==> src/rtl/fifo_ptr_ctrl_16.sv <==
// Pointer/flag controller for a 16-entry single-clock FWFT FIFO.
// It drives one-hot storage write enables and the 16:1 read mux select.
module fifo_ptr_ctrl_16 #(
  parameter int unsigned AF_LEVEL = 12,
  parameter int unsigned AE_LEVEL = 4
) (
  input  logic        clk,
  input  logic        reset,
  input  logic        wr,
  input  logic        rd,
  input  logic        clr_err,
  output logic [15:0] wr_en,
  output logic [3:0]  rd_sel,
  output logic        o_full,
  output logic        o_empty,
  output logic        o_almost_full,
  output logic        o_almost_empty,
  output logic [4:0]  count,
  output logic        o_overflow,
  output logic        o_underflow
);

  localparam logic [4:0] AF5 = 5'(AF_LEVEL);
  localparam logic [4:0] AE5 = 5'(AE_LEVEL);

  logic [4:0] wr_ptr_q, wr_ptr_d;
  logic [4:0] rd_ptr_q, rd_ptr_d;
  logic       ovf_q, ovf_d;
  logic       unf_q, unf_d;
  logic       wr_acc, rd_acc;

  // Bit 4 is the wrap bit, so full and empty can be told apart when the indices match.
  assign count          = wr_ptr_q - rd_ptr_q;
  assign o_empty        = (wr_ptr_q == rd_ptr_q);
  assign o_full         = (wr_ptr_q == {~rd_ptr_q[4], rd_ptr_q[3:0]});
  assign o_almost_full  = (count >= AF5);
  assign o_almost_empty = (count <= AE5);
  assign o_overflow     = ovf_q;
  assign o_underflow    = unf_q;

  // Acceptance uses the pre-edge flags; a pop does not free a slot for a push in the same cycle.
  assign wr_acc = wr & ~o_full;
  assign rd_acc = rd & ~o_empty;

  assign wr_en  = wr_acc ? (16'd1 << wr_ptr_q[3:0]) : 16'd0;
  assign rd_sel = rd_ptr_q[3:0];

  always_comb begin
    wr_ptr_d = wr_ptr_q + {4'd0, wr_acc};
    rd_ptr_d = rd_ptr_q + {4'd0, rd_acc};
    // A new error takes priority over a clear in the same cycle.
    ovf_d    = (wr & o_full)  | (ovf_q & ~clr_err);
    unf_d    = (rd & o_empty) | (unf_q & ~clr_err);
  end

  always_ff @(posedge clk or posedge reset) begin
    if (reset) begin
      wr_ptr_q <= '0;
      rd_ptr_q <= '0;
      ovf_q    <= 1'b0;
      unf_q    <= 1'b0;
    end else begin
      wr_ptr_q <= wr_ptr_d;
      rd_ptr_q <= rd_ptr_d;
      ovf_q    <= ovf_d;
      unf_q    <= unf_d;
    end
  end

endmodule

==> config.mk <==
export PLATFORM = sky130hd
export DESIGN_NAME = fifo_ptr_ctrl_16
export DESIGN_NICKNAME = d
export VERILOG_FILES = /design/src/rtl/fifo_ptr_ctrl_16.sv
export SDC_FILE = /design/constraint.sdc
export NUM_CORES = 1
export LEC_CHECK = 0
export BUFFER_PORTS_ARGS = -buffer_cell sky130_fd_sc_hd__clkbuf_2
export CAP_MARGIN = 20
export CORE_UTILIZATION = 40
export DETAILED_ROUTE_END_ITERATION = 7
export GPL_ROUTABILITY_DRIVEN = 0
export PLACE_DENSITY_LB_ADDON = 0.15
export SLEW_MARGIN = 10
export SYNTH_ARGS = -nofsm -noshare
export SYNTH_HDL_FRONTEND = slang
export SYNTH_SLANG_ARGS = --single-unit
==> constraint.sdc <==
create_clock -name clk -period 2.5 [get_ports clk]
set_input_delay 0.375 -clock clk [delete_from_list [all_inputs] [get_ports clk]]
set_output_delay 0.375 -clock clk [all_outputs]
set_load 0.005 [all_outputs]
==> key figures <==
Status
  • Outcome: finished, final reports clean

Power and ir drop
  • Max VDD drop: 0.00106 V
  • Power per Cell Area: about 1800 nW/um2
  • P_leak: between 0.0006 and 0.0007 uW

Die
  • Core area: around 2000 um2
  • Die width: about 49 um
  • Num ports: 36
  • FP Rows: 16
  • Die Ht: 49.3 um
  • Die area: approximately 2400 um2
  • Initial Util: roughly 44%

Final layout
  • Nets: between 150 and 200
  • Footprint of the multi-input gates: 562 um2
  • Fill count: roughly 190
  • Syn-to-layout area delta: 34.2%
  • Commonest non-fill, non-tap cell in the layout: clkbuf_2
  • Most frequent cells in the layout: 34 x clkbuf_2, 15 x nor2_1, 12 x inv_1, 9 x dfrtp_1, 7 x buf_4
  • Register Area: roughly 300 um2
  • Layout cell share with drive strength beyond 1: a little over two fifths
  • # diodes: 0

Clocking
  • Clk Tree Root Cell: clkbuf_4
  • CTS max path bufs: 2
  • Clk Latency, worst-skew pair: around 0.26 ns
  • Clock slew at reported path FFs: about 0.070 ns
  • H-Tree Depth: 1
  • TritonCTS clock tree: done
  • Hold buffers post-CTS: 0
  • Sink Count: 12
  • CTS Buf Count: 3

Global route
  • Gr usage total: between 10% and 20%
  • GRT Residual Overflow: 0
  • Largest net degree at the start of global routing: 13
  • Number of global-route vias before repair: about 830
  • Initial antenna violation count: 0
  • First-pass GRT wire length: 3420 um

Routing
  • Antenna Violating Nets Remaining: 0
  • Drt first pass iters: 3
  • 1st-iter DRT viols: 16
  • Via/cell ratio: 5.02
  • Routed vias: just over 800
  • DRC errors left: 0
  • Routed WL: 2010 um
  • WL per Instance: 12.2 um

Critical path
  • Worst path slowest cell: fa_2
  • CP required: around 2.1 ns
  • Critical R2R Launch: wr_ptr_q[3]$_DFF_PP0_
  • Nature of the critical path endpoint: output pin
  • Critical path cell sequence: inv_2 -> ha_4 -> fa_2 -> nand2b_4 -> a21oi_4 -> xnor2_2 -> a2111o_1 -> clkbuf_2
  • CP peak stage delay: just under 0.4 ns
  • Startpoint types: flop
  • Crit Path Class: flop to output pin
  • Critical Path AT: approximately 2.1 ns
  • R2R Setup Slk: roughly 0.26 ns
  • Maximum fanout along the worst path: 5
  • Reg2reg path depth: 8
  • Reg2reg end: wr_ptr_q[4]$_DFF_PP0_

Timing
  • Period utilization: around 100%
  • Final Max Tran Viols: 0
  • Tightest Pin Transition: between 0.4 and 0.5 ns
  • RSZ-0062 raised after global routing: true
  • Final setup viols: 0
  • TNS Setup: 0 ns
  • Final period demand of the worst path: between 2 and 2.5 ns
  • Worst hold margin: approximately 0.085 ns
  • Max Clock Skew: between 0.001 and 0.0015 ns
  • Max-slew headroom: 69.5%
  • Fmax: 400 MHz
  • Hold Vio Cnt, Final: 0

Hold path
  • Hold Crit Class: primary input to asynchronous set/reset pin

Flow run
  • Max-cap violations: 0

Synth
  • Synthesized area per cell: around 9 um2
  • Syn nets: approximately 110
  • Synthesized instance count: 100
  • Register bit count reported by yosys: 12
  • Register area share after synthesis: about a third
  • Post-Syn Area: 893 um2
  • Synth Warn #: 0
  • Post-synth cell types: 29

Placement
  • Dpl hpwl: around 1500 um
  • Input/output buffers: 35
[metal layers]
metal | track usage [%] | up-vias | part of all wire, %
met5 | 0 | - | 0
met3 | 2.18 | 4 | 3.2
met4 | 6.86 | 0 | 1.3
li1 | - | 408 | -
met1 | 21.5 | 392 | 46
met2 | 33.1 | 24 | 49
[registers in the layout, indices dropped and copies added (netlist names)]
| register | cells |
|---|---|
| rd_ptr_q | 5 |
| wr_ptr_q | 5 |
| o_overflow | 1 |
| o_underflow | 1 |
[cell usage after synthesis, drive strengths merged]
master | n | area share, %
nor2 | 15 | 6.3
inv | 13 | 5.5
buf | 5 | 4.2
xnor2 | 7 | 6.9
dfrtp | 12 | 34
a32o | 1 | 1.1
nand2 | 3 | 1.3
nor2b | 1 | 0.70
and2b | 1 | 0.84
nor3 | 4 | 2.2
mux2i | 1 | 1.1
fa | 1 | 2.2
nand4b | 1 | 0.98
xor2 | 3 | 3.8
a2111oi | 1 | 1.7
a21o | 1 | 0.84
and2 | 1 | 0.70
or2b | 1 | 0.84
ha | 8 | 11
nand3 | 5 | 2.8
a21oi | 2 | 1.5
nor4 | 1 | 0.70
a22o | 2 | 2.0
a2111o | 1 | 1.3
nand2b | 2 | 1.4
clkbuf | 2 | 0.84
nand4 | 5 | 3.5
[power by group]
group	total [uW]	switching, uW	internal, uW
registers	408	111	297
clock network	113	57.6	55.6
logic	1650	803	848
[per-stage QoR]
stage                     area (um2)  setup WS (ns)  util, %  total power [uW]  std cells
after CTS                       1160        -0.0218     57.6              2070        164
final                           1200        0.00183     59.3              2170        165
after floorplan                  893          0.200        -              1340        100
after detailed placement        1070         0.0955     53.0              1740        157
after global placement          1070          0.154     53.0              1720        157
after global routing            1200        -0.0864     59.3              2380        165
[cells by family (layout without fill, tap and decap cells)]
kind of cell    Yosys count  in the layout  share of synthesized area (%)
mux                       1              1                           1.12
fa+ha+maj                 9              9                           13.4
xor+xnor                 10             10                           10.6
buf+inv                  20             58                           10.5
compound gates            8              8                           8.40
flops                    12             12                           33.6
simple gates             40             40                           22.3
[how the worst max path moves through the flow]
stage / endpoint / start / slack, ns / cells past startpoint
global route: o_almost_full / wr_ptr_q[0]$_DFF_PP0_ / -0.09 / 8
CTS: o_almost_full / wr_ptr_q[0]$_DFF_PP0_ / -0.02 / 8
detailed placement: o_almost_full / wr_ptr_q[0]$_DFF_PP0_ / 0.1 / 8
finish: o_almost_full / wr_ptr_q[0]$_DFF_PP0_ / 0.002 / 8
global placement: o_almost_full / wr_ptr_q[0]$_DFF_PP0_ / 0.15 / 8
floorplan: o_almost_full / wr_ptr_q[1]$_DFF_PP0_ / 0.20 / 7
[worst max-delay path, delay by kind of cell, from the launching register on]
| kind | cells | cell delay (ns) |
|---|---|---|
| and+or+nand+nor | 1 | 0.17 |
| adders and majority gates | 2 | 0.55 |
| xor gates and xnor gates | 1 | 0.10 |
| DFF | 1 | 0.38 |
| AOI/OAI and AO/OA | 2 | 0.48 |
| buffers and inverters | 2 | 0.18 |
[area by class of cell]
class	instances	share of cell area [%]
Timing Repair Buffer	42	19.0
Inverter	13	4.07
Sequential cell	12	25.4
Multi-Input combinational cell	68	46.9
Clock buffer	3	1.88
Tap cell	27	2.82
[timing repair]
action,in CTS,in global routing
setup endpoints to repair,2,18
gates resized for setup,8,8
pin swaps,3,6
buffers inserted,4,1
Power figures use the tool's default switching activity.
